## config.mk

```make
export PLATFORM = sky130hd
export DESIGN_NAME = serial_adder
export DESIGN_NICKNAME = d
export VERILOG_FILES = /design/src/rtl/serial_adder_pkg.sv /design/src/rtl/serial_adder_fa_cell.sv /design/src/rtl/serial_adder.sv
export SDC_FILE = /design/constraint.sdc
export NUM_CORES = 1
export LEC_CHECK = 0
export CORE_MARGIN = 1.5
export CORE_UTILIZATION = 35
export DETAILED_ROUTE_END_ITERATION = 12
export GPL_ROUTABILITY_DRIVEN = 0
export MAX_ROUTING_LAYER = met4
export PLACE_DENSITY = 0.67
export SLEW_MARGIN = 20
export SYNTH_ARGS = -nofsm -noshare
export SYNTH_HDL_FRONTEND = slang
export SYNTH_HIERARCHICAL = 1
export SYNTH_SLANG_ARGS = --single-unit
```

## constraint.sdc

```tcl
create_clock -name i_clk -period 2.1 [get_ports i_clk]
set_input_delay 0.525 -clock i_clk [delete_from_list [all_inputs] [get_ports i_clk]]
set_output_delay 0.525 -clock i_clk [all_outputs]
set_load 0.1 [all_outputs]
```

## src/rtl/serial_adder_pkg.sv

```systemverilog
// Shared definitions for the digit-serial adder: FSM encoding and counter sizing.
package serial_adder_pkg;

  typedef enum logic [1:0] {
    StIdle = 2'd0,
    StRun  = 2'd1,
    StDone = 2'd2
  } state_e;

  // Step counter width: clog2(steps), never narrower than one bit.
  function automatic int unsigned cnt_width(input int unsigned steps);
    int unsigned w;
    w = (steps <= 2) ? 1 : $clog2(steps);
    return w;
  endfunction

endpackage

```

## src/rtl/serial_adder_fa_cell.sv

```systemverilog
// Single-bit full-adder cell, chained DIGIT times inside serial_adder.
module fa_cell (
  input  logic i_a,
  input  logic i_b,
  input  logic i_ci,
  output logic o_s,
  output logic o_co
);

  assign o_s  = i_a ^ i_b ^ i_ci;
  assign o_co = (i_a & i_b) | (i_a & i_ci) | (i_b & i_ci);

endmodule

```

## src/rtl/serial_adder.sv

```systemverilog
// Digit-serial WIDTH-bit adder: DIGIT bits per clock through a ripple chain and a carry flop,
// with a start/done handshake.
module serial_adder
  import serial_adder_pkg::*;
#(
  parameter int unsigned WIDTH = 8,
  parameter int unsigned DIGIT = 1
) (
  input  logic             i_clk,
  input  logic             i_rst,
  input  logic             i_start,
  input  logic [WIDTH-1:0] i_a,
  input  logic [WIDTH-1:0] i_b,
  input  logic             i_cin,
  output logic             o_busy,
  output logic             o_done,
  output logic [WIDTH-1:0] o_sum,
  output logic             o_cout,
  output logic             o_overflow
);

  localparam int unsigned DigDiv = (DIGIT == 0) ? 1 : DIGIT;
  localparam int unsigned STEPS  = WIDTH / DigDiv;
  localparam int unsigned CntW   = cnt_width(STEPS);

  if (WIDTH < 1 || DIGIT < 1 || DIGIT > WIDTH || (WIDTH % DigDiv) != 0) begin : g_bad_param
    $error("serial_adder: WIDTH must be >= 1 and a multiple of DIGIT, with 1 <= DIGIT <= WIDTH");
  end

  state_e            r_state, w_state_d;
  logic [WIDTH-1:0]  r_a, r_b, r_sum_sh, r_sum;
  logic              r_carry, r_cout, r_ovf;
  logic [CntW-1:0]   r_cnt;
  logic [DIGIT:0]    w_c;
  logic [DIGIT-1:0]  w_digit;
  logic [WIDTH-1:0]  w_sum_next;
  logic              w_last;

  assign w_c[0] = r_carry;

  for (genvar gi = 0; gi < DIGIT; gi++) begin : g_chain
    fa_cell u_fa (
      .i_a  (r_a[gi]),
      .i_b  (r_b[gi]),
      .i_ci (w_c[gi]),
      .o_s  (w_digit[gi]),
      .o_co (w_c[gi+1])
    );
  end

  // New digit enters from the MSB side so the result is LSB-aligned after STEPS shifts.
  assign w_sum_next = (r_sum_sh >> DIGIT) | (WIDTH'(w_digit) << (WIDTH - DIGIT));
  assign w_last     = (r_cnt == CntW'(STEPS - 1));

  always_ff @(posedge i_clk) begin
    if (i_rst) begin
      r_state <= StIdle;
    end else begin
      r_state <= w_state_d;
    end
  end

  always_comb begin
    w_state_d = r_state;
    unique case (r_state)
      StIdle:  if (i_start) w_state_d = StRun;
      StRun:   if (w_last) w_state_d = StDone;
      StDone:  w_state_d = StIdle;
      default: w_state_d = StIdle;
    endcase
  end

  always_ff @(posedge i_clk) begin
    if (i_rst) begin
      r_a      <= '0;
      r_b      <= '0;
      r_carry  <= 1'b0;
      r_cnt    <= '0;
      r_sum_sh <= '0;
      r_sum    <= '0;
      r_cout   <= 1'b0;
      r_ovf    <= 1'b0;
    end else if (r_state == StIdle && i_start) begin
      r_a      <= i_a;
      r_b      <= i_b;
      r_carry  <= i_cin;
      r_cnt    <= '0;
      r_sum_sh <= '0;
    end else if (r_state == StRun) begin
      r_a      <= r_a >> DIGIT;
      r_b      <= r_b >> DIGIT;
      r_carry  <= w_c[DIGIT];
      r_sum_sh <= w_sum_next;
      r_cnt    <= r_cnt + CntW'(1);
      if (w_last) begin
        r_sum  <= w_sum_next;
        r_cout <= w_c[DIGIT];
        r_ovf  <= w_c[DIGIT] ^ w_c[DIGIT-1];
      end
    end
  end

  assign o_busy     = (r_state != StIdle);
  assign o_done     = (r_state == StDone);
  assign o_sum      = r_sum;
  assign o_cout     = r_cout;
  assign o_overflow = r_ovf;

endmodule

```

# Yosys cells after proc, flatten, opt, wreduce, memory -nomap -nowiden

Index checks and enable logic that the tools add are counted.

Bits of input ports: 20
Output and inout bits: 12
Register bits after elaboration: 40
Logic and storage cells: 41

Add/sub/neg operators: 1
Reduce and logical (&&, ||, !) cells: 7
Equality and inequality tests: 5
Multiplexer cells: 9
Bitwise operators: 10

Operators by type and width:

| cell                                                             | count |
|---|---|
| 8-bit 2-to-1 mux                                                 | 4 |
| 7-bit by 8-bit bitwise OR with 8-bit output                      | 1 |
| 2-bit 2-to-1 mux                                                 | 2 |
| 2-bit inequality test (second input constant)                    | 2 |
| 2-bit one-hot mux with 2 select lines                            | 1 |
| 2-bit nonzero test                                               | 2 |
| 3-bit by 1-bit adder with 3-bit output (second input constant)   | 1 |
| 1-bit AND                                                        | 3 |
| 3-bit == test (second input constant)                            | 1 |
| 3-bit AND reduction                                              | 1 |
| 1-bit bitwise XOR                                                | 3 |
| 2-bit by 1-bit == test with 1-bit output (second input constant) | 1 |
| 2-bit == test (second input constant)                            | 1 |
| 2-bit logical NOT                                                | 1 |
| 1-bit 2-to-1 mux                                                 | 2 |
| 1-bit bitwise OR                                                 | 2 |
| 2-bit AND reduction                                              | 1 |
| 2-bit OR reduction                                               | 1 |
| 1-bit logical AND                                                | 1 |
| 1-bit inverter                                                   | 1 |

# Logic depth before layout (Yosys ltp)

Depth in word-level cells: 5
Mapped depth: 6
Depth with buffers taken out: 5

# Hierarchy

Netlist, hierarchy kept.

By module, submodules not included:

| module       | times used | cells each | sequential area each (um2) | area each (um2) |
|---|---|---|---|---|
| serial_adder | 1          | 199        | 780.7                      | 1596.5 |
| fa_cell      | 1          | 1          | 0.0                        | 20.0 |

# Least setup slack after synthesis

No wires, ideal clock.

Path kind: register to output
From: reg r_state[1]
To: out o_done
Required time: 1.575 ns
Buffers on the path: 1
Path slack: -0.334 ns
Data arrival time: 1.909 ns
Cell stages (with the launch flop): 3
Path through: dfxtp_1 -> buf_2 -> nor2b_1

Word-level cells in the longest chain between the ends: 1

Ends and longest elaborated chain:

| what                   | line                | text |
|---|---|---|
| start, declared        | serial_adder.sv:30  | `state_e r_state, w_state_d;` |
| start signal, assigned | serial_adder.sv:57  | `r_state <= StIdle;` |
| start signal, assigned | serial_adder.sv:59  | `r_state <= w_state_d;` |
| 2-bit == test          | serial_adder.sv:104 | `assign o_done = (r_state == StDone);` |
| end, declared          | serial_adder.sv:16  | `output logic o_done,` |

No other way between the ends.

# Final worst setup path

Ends and elaborated chain as after synthesis.

==> impl_metrics.ini <==
[status]
status = finished clean

[hold_path]
whs_path_depth = 2
hold_path_end = o_sum[1]$_SDFFE_PP0P_
hp-start = o_sum[1]$_SDFFE_PP0P_
min_path_type = reg2reg

[sta]
finalHoldViolCount = 0
worst_pin_slew_ns = 0.4318
fin_skew_ns = 0.002933
maxSlewHeadroom_pct = 71.12
fmax_ghz = 0.5394
tns_ns = 0
min_period_over_period_pct = 88.29
period_minus_slack_ns = 1.854
slew_viol_final = 0
rsz0062_at_grt = no
setup_viol = 0

[logic_synthesis]
synth_top_area_share_pct = 48.30
synthTopCellsByArea = dfxtp_1, nand2_1, a21oi_1, a211oi_1, nor2_1
ys_warn_count = 6
syn_avg_cell_area_sq_um = 8.083
yosys.area.top_type = dfxtp_1
syn_nets = 223
netlist_instances = 200
ys_types = 23
yosysSeqAreaShare_pct = 48.30
synth-seq-cells = 39
synth_area_sq_um = 1617

[route]
drt-initial-drc-count = 68
via_count = 1417
via_per_inst = 4.955
wl_per_cell_um = 11.84
drtPass1Iterations = 4
ant_nets = 0
drc_errors = 0
drt-total-wl_um = 3385

[setup_path]
r2r_slack_ns = 0.64
crit_fanout = 14
worst-setup-path-type = reg2out
rr_worst_depth = 5
worstPathCellList = nor2b_2 -> buf_12
setup.worst_path.end_class = output port
arrival_ns = 1.33
r2r-end = o_overflow$_SDFFE_PP0P_
crit_slowest_cell = dfxtp_1
max_stage_delay_ns = 0.59
r2r-start = r_cnt[0]$_SDFFE_PP0P_
critPathLaunchType = flip-flop
critical_path_required_ns = 1.57

[die]
die_area_sq_um = 5035
fp.coreArea_sq_um = 4414
io_pins = 32
core.rowCount = 24
die_w_um = 70.96
die_h_um = 70.96
initial_core_util_pct = 36.62

[layout]
diodes = 0
drive_gt1_share_pct = 15.38
instances_no_fill = 286
stdcell_area_sq_um = 2100
area_growth_pct = 29.88
post-route-util_pct = 47.56
fin_nets = 256

[global_route]
grtUsageTotal_pct = 15.50
top_usage_layer = met2
grt_pass1_vias = 1400
grt_pass1_wl_um = 6134
grt_start_max_net_pins = 20
met1_usage_pct = 19.34
grt_use_met3_pct = 4.558
grt_antenna_before_repair = 0
grt_overflow = 0
grtUsageMet2_pct = 24.20

[placed_design]
dp.cells = 278
placed_cell_area_sq_um = 1999
port_buffers = 31
dp_hpwl_um = 2281

[pwr]
ir_worst_vdd_mv = 0.3503
p_per_area_nw_per_um2 = 743.3
leakagePower_uw = 0.0007902

[clock_network]
cts_buffers = 5
clk_path_buf_depth = 2
cts_setup_buffers = 0
clkSinkCount = 39
htreeDepth = 2
ctsResizeCount = 0
worstSkewPairLatency_ns = 0.28
clockRootBuffer = clkbuf_8
cts_hold_buf = 0
clkTransAtPathRegs_ns = 0.07
cts_tree = done

[flow_run]
max_cap_viol_count = 0
## layout make-up
cell class                 count  area, sq um
sequential                    39        780.7
inverter                       3        11.26
timing repair buffer          41        392.9
clock buffer                   8        100.1
multi-input combinational    143        749.5
fill                         444         2315
tap                           52        65.06
## report_power, final
part	internal (uW)	total, uW	switching (uW)
Clock	300	546	246
Sequential	773	799	25.4
Combinational	106	216	110
Total	1180	1560	381
## worst max-delay path: cells and delay by family, from the launching register on
kind                   cells  cell delay, ns
buffers and inverters      1            0.19
flip-flops                 1            0.59
AND/OR/NAND/NOR            1            0.27
## per-stage QoR
stage               hold slack [ns]  power [uW]  setup WS (ns)
CTS                          0.4586        1571         0.2425
global route                 0.4818        1631         0.1467
detailed placement           0.4483        1031         0.1150
global placement             0.4451        1028         0.1604
floorplan                    0.4322       944.5         0.1853
finish                       0.4544        1561         0.2460
## synth_stat cells
cell type  number
xnor2_1         2
a21oi_1        37
nor2_1         22
ha_1            2
and3b_1         1
clkbuf_1        3
or2_2           1
nor3b_2         1
or3b_1          1
o21a_1          1
nor2b_1         2
inv_1           3
buf_2          11
nand2b_1        2
o221a_2         3
nand3_1         2
a211oi_1       12
a311oi_2        1
buf_6           1
nand3b_1        1
fa_1            1
nand2_1        51
dfxtp_1        39
## routing by layer
layer	share of wire, %	routed length, um
met3	3.8	127
met4	1.0	34
met5	0	0
met1	49	1651
met2	46	1572
## how the worst max path moves through the flow
| stage | slack (ns) | depth (start not counted) | start | end |
|---|---|---|---|---|
| 2_1_floorplan | 0.19 | 2 | r_state[1]$_SDFFE_PP0P_ | o_done |
| 3_3_place_gp | 0.16 | 5 | i_start | r_a[6]$_SDFFE_PP0P_ |
| 3_5_place_dp | 0.11 | 5 | i_start | r_a[6]$_SDFFE_PP0P_ |
| 4_1_cts | 0.24 | 2 | r_state[1]$_SDFFE_PP0P_ | o_done |
| 5_1_grt | 0.15 | 2 | r_state[1]$_SDFFE_PP0P_ | o_done |
| 6_report | 0.25 | 2 | r_state[1]$_SDFFE_PP0P_ | o_done |
## registers in the layout, indices dropped and copies added (netlist names)
| signal | cells |
|---|---|
| o_cout | 1 |
| r_a | 8 |
| r_state | 2 |
| r_cnt | 3 |
| r_sum_sh | 7 |
| r_carry | 1 |
| r_b | 8 |
| o_sum | 8 |
| o_overflow | 1 |
## logic make-up after synthesis
kind of cell	after synthesis	synth area share, %
buf+inv	18	5.495
flops	39	48.30
simple gates	84	21.83
fa+ha+maj	3	2.786
compound gates	54	20.51
xor+xnor	2	1.084
## layout by cell type, fill, tap and decap left out
master	netlist	layout
o21a_1	1	1
clkdlybuf4s50_1	0	19
a311oi_2	1	1
nand2b_1	2	2
ha_1	2	2
inv_1	3	3
clkbuf_8	0	7
nor3b_2	1	1
o221a_2	3	3
xnor2_1	2	2
buf_4	0	19
nor2b_2	0	1
and3b_1	1	1
nand3_1	2	2
a211oi_1	12	12
or3b_1	1	1
nor2b_1	2	1
nor2_1	22	22
dfxtp_1	39	39
a21oi_1	37	37
nand3b_1	1	1
nand2_1	51	51
clkbuf_1	3	1
fa_1	1	1
or2_2	1	1
buf_12	0	3
Note: power is estimated with default switching activity, not from simulation.
